===== src/rtl/lib_timer_pkg.sv =====
// Shared types and helpers for the library time-of-day timer.
// Time is kept as packed hour:minute; alarms pair an enable with a time.
package lib_timer_pkg;

   typedef logic [4:0] hour_t;
   typedef logic [5:0] min_t;

   typedef struct packed {
      hour_t hour;
      min_t  min;
   } tod_t;

   typedef struct packed {
      logic en;
      tod_t t;
   } alarm_t;

   localparam int MIN_PER_HOUR = 60;
   localparam int HOUR_PER_DAY = 24;

   localparam hour_t HOUR_LAST = hour_t'(HOUR_PER_DAY - 1);
   localparam min_t  MIN_LAST  = min_t'(MIN_PER_HOUR - 1);

   function automatic logic tod_valid(input tod_t t);
      return (t.hour <= HOUR_LAST) && (t.min <= MIN_LAST);
   endfunction

   // Next minute; 23:59 rolls to 00:00 so 24 and 60 are never produced.
   function automatic tod_t tod_inc(input tod_t t);
      tod_t r;
      r = t;
      if (t.min == MIN_LAST) begin
         r.min  = '0;
         r.hour = (t.hour == HOUR_LAST) ? '0 : t.hour + hour_t'(1);
      end else begin
         r.min = t.min + min_t'(1);
      end
      return r;
   endfunction

endpackage


===== src/rtl/lib_tick_prescaler.sv =====
// Minute prescaler: down-counter that raises tick on its terminal count.
// tick is combinational so the owner advances time on the same edge the count reloads.
module lib_tick_prescaler #(
   parameter int TICKS_PER_MIN = 2
) (
   input  logic clk,
   input  logic rst_n,
   input  logic clear,
   output logic tick
);

   localparam int CNT_W = (TICKS_PER_MIN > 1) ? $clog2(TICKS_PER_MIN) : 1;
   localparam logic [CNT_W-1:0] CNT_TOP = CNT_W'(TICKS_PER_MIN - 1);

   logic [CNT_W-1:0] cnt_q;

   assign tick = (cnt_q == '0);

   always_ff @(posedge clk or negedge rst_n) begin
      if (!rst_n) begin
         cnt_q <= CNT_TOP;
      end else if (clear || tick) begin
         cnt_q <= CNT_TOP;
      end else begin
         cnt_q <= cnt_q - CNT_W'(1);
      end
   end

endmodule


===== src/rtl/lib_daily_timer.sv =====
// Time-of-day timer with software load and NUM_ALARMS alarm channels.
// Each channel pulses rst_timer once whenever the time is updated onto its value.
module lib_daily_timer
   import lib_timer_pkg::*;
#(
   parameter int TICKS_PER_MIN = 2,
   parameter int NUM_ALARMS    = 4,
   parameter int IDX_W         = (NUM_ALARMS > 1) ? $clog2(NUM_ALARMS) : 1
) (
   input  logic                  clk,
   input  logic                  rst_n,
   input  logic                  set_valid,
   input  logic [4:0]            set_hour,
   input  logic [5:0]            set_min,
   input  logic                  alarm_we,
   input  logic [IDX_W-1:0]      alarm_idx,
   input  logic                  alarm_en,
   input  logic [4:0]            alarm_hour,
   input  logic [5:0]            alarm_min,
   output logic [4:0]            hour,
   output logic [5:0]            min,
   output logic [10:0]           time_out,
   output logic                  min_pulse,
   output logic                  day_wrap,
   output logic                  set_err,
   output logic [NUM_ALARMS-1:0] rst_timer
);

   tod_t   tod_q;
   tod_t   tod_d;
   tod_t   set_tod;
   alarm_t alarm_wr;

   logic tick;
   logic set_ok;
   logic alarm_ok;
   logic advance;
   logic time_upd;
   logic wrap_d;
   logic err_d;
   logic [NUM_ALARMS-1:0] match;

   logic min_pulse_q;
   logic day_wrap_q;
   logic set_err_q;
   logic [NUM_ALARMS-1:0] rst_timer_q;

   assign set_tod.hour   = set_hour;
   assign set_tod.min    = set_min;
   assign alarm_wr.en    = alarm_en;
   assign alarm_wr.t.hour = alarm_hour;
   assign alarm_wr.t.min  = alarm_min;

   lib_tick_prescaler #(
      .TICKS_PER_MIN (TICKS_PER_MIN)
   ) u_prescaler (
      .clk   (clk),
      .rst_n (rst_n),
      .clear (set_ok),
      .tick  (tick)
   );

   // A valid load wins over a coincident prescaler advance.
   always_comb begin
      set_ok   = set_valid && tod_valid(set_tod);
      alarm_ok = tod_valid(alarm_wr.t);
      advance  = tick && !set_ok;
      time_upd = set_ok || advance;
      wrap_d   = advance && (tod_q.hour == HOUR_LAST) && (tod_q.min == MIN_LAST);
      err_d    = (set_valid && !set_ok) || (alarm_we && !alarm_ok);
      tod_d    = tod_q;
      if (set_ok) begin
         tod_d = set_tod;
      end else if (advance) begin
         tod_d = tod_inc(tod_q);
      end
   end

   // Channel compare uses the pre-write alarm value, so a same-edge write cannot fire.
   for (genvar i = 0; i < NUM_ALARMS; i++) begin : g_alarm
      alarm_t alarm_q;
      logic   wr_sel;

      assign wr_sel   = alarm_we && alarm_ok && (alarm_idx == IDX_W'(i));
      assign match[i] = time_upd && alarm_q.en && (alarm_q.t == tod_d);

      always_ff @(posedge clk or negedge rst_n) begin
         if (!rst_n) begin
            alarm_q <= '0;
         end else if (wr_sel) begin
            alarm_q <= alarm_wr;
         end
      end
   end

   always_ff @(posedge clk or negedge rst_n) begin
      if (!rst_n) begin
         tod_q       <= '0;
         min_pulse_q <= 1'b0;
         day_wrap_q  <= 1'b0;
         set_err_q   <= 1'b0;
         rst_timer_q <= '0;
      end else begin
         tod_q       <= tod_d;
         min_pulse_q <= advance;
         day_wrap_q  <= wrap_d;
         set_err_q   <= err_d;
         rst_timer_q <= match;
      end
   end

   assign hour      = tod_q.hour;
   assign min       = tod_q.min;
   assign time_out  = {tod_q.hour, tod_q.min};
   assign min_pulse = min_pulse_q;
   assign day_wrap  = day_wrap_q;
   assign set_err   = set_err_q;
   assign rst_timer = rst_timer_q;

endmodule


===== config.mk =====
export PLATFORM = sky130hd
export DESIGN_NAME = lib_daily_timer
export DESIGN_NICKNAME = d
export VERILOG_FILES = /design/src/rtl/lib_timer_pkg.sv /design/src/rtl/lib_tick_prescaler.sv /design/src/rtl/lib_daily_timer.sv
export SDC_FILE = /design/constraint.sdc
export NUM_CORES = 1
export LEC_CHECK = 0
export ABC_AREA = 1
export CAP_MARGIN = 20
export CORE_MARGIN = 1
export CORE_UTILIZATION = 50
export CTS_CLUSTER_SIZE = 24
export DETAILED_ROUTE_END_ITERATION = 7
export PLACE_DENSITY_LB_ADDON = 0.05
export SKIP_LAST_GASP = 1
export SLEW_MARGIN = 0
export SYNTH_ARGS = -nofsm -noshare
export SYNTH_HDL_FRONTEND = slang
export SYNTH_SLANG_ARGS = --single-unit
export TNS_END_PERCENT = 5

===== constraint.sdc =====
create_clock -name clk -period 2 [get_ports clk]
set_input_delay 0.4 -clock clk [delete_from_list [all_inputs] [get_ports clk]]
set_output_delay 0.4 -clock clk [all_outputs]
set_load 0.01 [all_outputs]

After elaboration in Yosys (flattened, before gate mapping)
Cells that the tools add are included.

word-level totals
  bits in registers = 67
  bits in latches = 0
  RAM bits = 0
  memory bits (read-only) = 0
  input bits = 29
  memories kept = 0

operators by class
  add/sub/neg operators = 3
  $mul = 0
  divide/modulo/power cells = 0
  $lt $le $gt $ge = 4
  equal/unequal tests = 9
  shift operators = 0
  muxes and demuxes = 6
  bitwise gates (word level) = 1
  reduce and logical (&&, ||, !) cells = 27

operator list
  cell                                                                   count
  11-bit equality test                                                   4
  11-bit two-way mux                                                     2
  1-bit logical AND                                                      21
  6-bit less-or-equal comparator, second input constant                  2
  5-bit less-or-equal comparator, second input constant                  2
  5-bit two-way mux                                                      2
  6-bit by 1-bit adder with 6-bit output, second input constant          1
  6-bit equality test, second input constant                             1
  6-bit two-way mux                                                      1
  5-bit by 1-bit adder with 5-bit output, second input constant          1
  5-bit equality test, second input constant                             1
  2-bit equality test, second input constant                             2
  1-bit logical OR                                                       3
  2-bit by 1-bit equality test with 1-bit output, second input constant  1
  1-bit zero test                                                        2
  2-bit zero test                                                        1
  1-bit two-way mux                                                      1
  1-bit NOT                                                              1
  1-bit subtractor, second input constant                                1

Depth between registers and ports, before layout
  word-level depth = 9
  gate-level depth with buffers = 15
  mapped depth without buffers = 15

By module
From an unflattened synthesis, not the netlist that was laid out.

unflattened totals
  cells, all modules = 537
  area, all modules = 3865.0 µm²

modules (own cells, without submodules)
  module              times used  cells an instance  area an instance (µm²)
  lib_daily_timer     1           533                3827.4
  lib_tick_prescaler  1           4                  37.5

Least setup slack after synthesis
No wires, ideal clock.

  kind = reg-to-reg
  start = reg tod_q, in the netlist min[0]
  end = reg rst_timer_q[0], in the netlist rst_timer[0]
  arrival time = 1730 ps
  setup slack = 155 ps
  cell stages (with the launch flop) = 10
  buffers on the path = 0
  period minus slack after synthesis = 1845 ps
  path through = dfrtp_1 ha_1 nand2_1 nor3_4 nand4_1 nand3_1 nand2_2 or2_2 nand3_1 nor2_1

between the ends
  longest elaborated chain between the ends = 6
  elaborated cells on any way between the ends = 8
  classes of those cells = add/sub (1); eq/ne (2); mux (4); reduce/logical (1)

ends and longest elaborated chain
  what                                                                           RTL line                                  text
  start, declared                                                                lib_daily_timer.sv:29                     tod_t tod_q;
  start signal, assigned                                                         lib_daily_timer.sv:104                    tod_q <= tod_d;
  6-bit by 1-bit adder with 6-bit output or 6-bit equality test (tied branches)  lib_timer_pkg.sv:36, lib_timer_pkg.sv:32
  6-bit two-way mux or 5-bit two-way mux (tied branches)                         lib_timer_pkg.sv:32                       if (t.min == MIN_LAST) begin
  11-bit two-way mux (*)                                                         lib_daily_timer.sv:74                     end else if (advance) begin
  11-bit two-way mux (*)                                                         lib_daily_timer.sv:72                     if (set_ok) begin
  11-bit equality test (*)                                                       lib_daily_timer.sv:85                     assign match[i] = time_upd && alarm_q.en && (alarm_q.t == tod_d);
  1-bit logical AND (*)                                                          lib_daily_timer.sv:85
  named net match[0]                                                             lib_daily_timer.sv:41                     logic [NUM_ALARMS-1:0] match;
  end signal, assigned                                                           lib_daily_timer.sv:108                    rst_timer_q <= match;
  end, declared                                                                  lib_daily_timer.sv:46                     logic [NUM_ALARMS-1:0] rst_timer_q;

Mark *: on every way through the listed nets, which the timed path passes. The rest lies on a longest branch.
A chain may end at the register's enable or synchronous reset.

Final worst setup path
  start = reg tod_q, in the netlist min[1]
  end = reg rst_timer_q[1], in the netlist rst_timer[1]

Same word-level chain as after synthesis.

==> results.sh <==
export IMPL_status="finished, violations left"
export IMPL_violations="negative setup slack"
export IMPL_grt_pass1_wl_um=17100
export IMPL_dp_cells=717
export IMPL_fin_nets=674
export IMPL_clock_sinks=67
export IMPL_total_leakage_power_nw=2.71
export IMPL_period_minus_slack_ns=2.03
export IMPL_final_area_um2=5300
export IMPL_yosysTopAreaCellShare=0.428
export IMPL_drive_gt1_frac=0.207
export IMPL_htree_levels=3
export IMPL_syn_to_final_growth_pct=37.2
export IMPL_critPathRequiredTime_ns=2.29
export IMPL_setup_viol=1
export IMPL_clock_power_share=0.230
export IMPL_drtIter0Drc=309
export IMPL_synth_avg_cell_area_um2=7.25
export IMPL_cts_root_buf="clkbuf_8"
export IMPL_dp_hpwl_um=7500
export IMPL_synth_area_top_cells="dfrtp_1, nand2_1, inv_1"
export IMPL_cpMaxStageDelayCell="dfrtp_1"
export IMPL_fin_cells=747
export IMPL_portBuffers=57
export IMPL_p_sw_w=0.00161
export IMPL_clk_path_buf_depth=2
export IMPL_cp_slowest_stage_delay_ns=0.40
export IMPL_worst_ep_arrival_time_ns=2.32
export IMPL_die_h_um=89.9
export IMPL_cts_made_buffers=9
export IMPL_pre_cts_ws_ns=-0.540
export IMPL_ir_worst_vdd_mv=0.512
export IMPL_slew_headroom=0.760
export IMPL_netlist_area_um2=3860
export IMPL_p_comb_frac=0.370
export IMPL_core_rowCount=31
export IMPL_cts_hold_buf=0
export IMPL_dieArea_um2=8080
export IMPL_crit_fanout=7
export IMPL_via_count=3892
export IMPL_clock_latency_ns=0.35
export IMPL_cts_tree="built"
export IMPL_grt_pass1_vias=3711
export IMPL_finalWorstSetupSlack_ns=-0.0325
export IMPL_path_common_cell="buf_6"
export IMPL_seq_power_share=0.400
export IMPL_fin_crit_sh=1.02
export IMPL_fillers=585
export IMPL_worstMarginPinSlew_ns=0.359
export IMPL_worstSetupPathType="flop to flop"
export IMPL_synthesis_nets=564
export IMPL_wl_per_cell_um=14.2
export IMPL_io_pins=58
export IMPL_n_antenna_cell=0
export IMPL_initial_core_util=0.524
export IMPL_synth_cells=533
export IMPL_p_per_area_nw_per_um2=842
export IMPL_ys_seq_area_frac=0.434
export IMPL_routed_wl_um=10600
export IMPL_drt_vias_per_instance=5.21
export IMPL_maxSlewViolCount=0
export IMPL_synth_top_cell_by_area="dfrtp_1"
export IMPL_p_int_w=0.00285
export IMPL_fmax_mhz=492
export IMPL_core_area_um2=7370
export IMPL_switching_share=0.361
export IMPL_die_w_um=89.9
export IMPL_critPathCaptureType="flop"
export IMPL_ys_types=29
export IMPL_maxCapViolations=0
export IMPL_startpoint_type="flop"
export IMPL_hold_class="primary input to async pin"
export IMPL_track_usage=0.270
export IMPL_ys_warn_count=0
export IMPL_clock_skew_ns=0.00766
export IMPL_path_cells="ha_4 -> nand2_4 -> nor3_4 -> buf_6 -> nand4_1 -> nand2_2 -> nand3_4 -> buf_6 -> nand3_1 -> nand3_2 -> nor2_2 -> nand2_1 -> nor2_1"
export IMPL_drtAntennaViolNets=0
export IMPL_gp_congestion=0.891
export IMPL_ys_ff_latch=67
export IMPL_drt_pass1_iterations=5
export IMPL_antenna_found_initial=0
export IMPL_finalPower_w=0.00446
export IMPL_drc=0
export IMPL_overflow=0
export IMPL_rsz0062_at_grt="true"
export IMPL_timing_setup_tns_ns=-0.0325
export IMPL_finalHoldViolCount=0
export IMPL_grt_max_degree=68
export IMPL_clk_pin_slew_ns=0.08
export IMPL_postPlaceCellArea_um2=4840
-- placed cells by master (no fill, tap or decap), drive strengths merged --
cell type | netlist | routed
nand2 | 168 | 168
inv | 84 | 85
dfrtp | 66 | 66
buf | 15 | 64
o21ai | 54 | 54
nand3 | 51 | 53
clkdlybuf4s50 | 0 | 49
nor2 | 34 | 34
nand4 | 23 | 23
clkbuf | 8 | 10
or2 | 8 | 8
nand3b | 5 | 5
xor2 | 5 | 5
dlygate4sd2 | 0 | 5
clkinv | 0 | 4
a21oi | 3 | 3
dlymetal6s2s | 0 | 2
nor3 | 2 | 2
ha | 2 | 2
a31oi | 1 | 1
o31ai | 1 | 1
nor4 | 1 | 1
xnor2 | 1 | 1
clkinvlp | 0 | 1
dfstp | 1 | 1
-- cell type report --
class / count / area (um2) / area share
Inverter: 84 / 315 / 0.0595
Clock inverter: 6 / 40.0 / 0.00756
Tap cell: 99 / 124 / 0.0234
Clock buffer: 10 / 138 / 0.0260
Sequential cell: 67 / 1680 / 0.317
Timing Repair Buffer: 120 / 1110 / 0.210
Multi-Input combinational cell: 361 / 1890 / 0.357
-- flip-flops by register name (all words and copies together) (netlist names) --
| name | cells |
|---|---|
| g_alarm.alarm_q | 48 |
| min | 6 |
| hour | 5 |
| rst_timer | 4 |
| day_wrap | 1 |
| min_pulse | 1 |
| set_err | 1 |
| u_prescaler.cnt_q | 1 |
-- logic make-up after synthesis --
group / Yosys count / synth area share
buf+inv: 107 / 0.119
simple gates: 292 / 0.349
xor+xnor: 6 / 0.0136
compound gates: 59 / 0.0774
fa+ha+maj: 2 / 0.00648
flops: 67 / 0.434
-- critical path, delay by kind of cell, from the launching register on --
kind | cells | cell delay [ns]
flops | 1 | 0.40
buf+inv | 2 | 0.32
simple gates | 10 | 1.08
fa+ha+maj | 1 | 0.17
-- power groups by stage --
stage | sequential (W) | clock (W) | combinational, W
finish | 0.00179 | 0.00103 | 0.00165
floorplan | 0.00179 | 0 | 0.000875
global placement | 0.00179 | 0 | 0.00147
detailed placement | 0.00180 | 0 | 0.00151
CTS | 0.00177 | 0.00104 | 0.00156
global route | 0.00182 | 0.00110 | 0.00183
-- worst paths after layout --
kind / start / to / slack, ns / depth (start not counted)
setup / recovery: min[1]$_DFF_PN0_ / rst_timer[1]$_DFF_PN0_ / -0.03 / 13
hold / removal: rst_n / min[3]$_DFF_PN0_ / 0.06 / 2
setup reg to reg: min[1]$_DFF_PN0_ / rst_timer[1]$_DFF_PN0_ / -0.03 / 13
hold reg to reg: g_alarm[0].alarm_q[11]$_DFFE_PN0P_ / g_alarm[0].alarm_q[11]$_DFFE_PN0P_ / 0.49 / 2
max in group asynchronous: rst_n / u_prescaler.cnt_q$_DFF_PN1_ / 1.63 / 2
min in group clk: g_alarm[0].alarm_q[11]$_DFFE_PN0P_ / g_alarm[0].alarm_q[11]$_DFFE_PN0P_ / 0.49 / 2
-- synthesized netlist by cell type --
library cell and number:
or2_2 6, dfstp_2 1, or2_1 2, nor3_4 1, buf_6 2, a31oi_1 1, nand2_2 8, ha_1 2
o31ai_1 1, buf_4 11, nor4_1 1, xor2_1 5, inv_2 2, o21ai_1 1, inv_1 82, a21oi_1 3
buf_2 2, nand3b_1 5, nand3_4 2, o21ai_0 53, clkbuf_1 8, nand3_2 5, nor2_1 34, nor3_2 1
xnor2_1 1, nand3_1 44, dfrtp_1 66, nand2_1 160, nand4_1 23
-- stage by stage --
stage | util | hold slack, ns
global placement | 0.657 | 0.441
CTS | 0.694 | 0.0765
finish | 0.719 | 0.0615
floorplan | - | 0.104
detailed placement | 0.657 | 0.446
global route | 0.719 | 0.0881
-- per-layer routing --
layer | routed length [um] | track usage
met5 | 0 | 0
met4 | 265 | 0.128
met3 | 571 | 0.0347
met2 | 4940 | 0.435
met1 | 4810 | 0.362
-- what timing repair did --
| item | 4_1_cts | 5_1_grt |
|---|---|---|
| setup endpoints to repair | 4 | 4 |
| buffers inserted | 2 | 9 |
| resized for setup | 25 | 27 |
| pin swaps | 11 | 15 |
| gates cloned | 2 | 1 |
(Power assumes the default switching activity.)
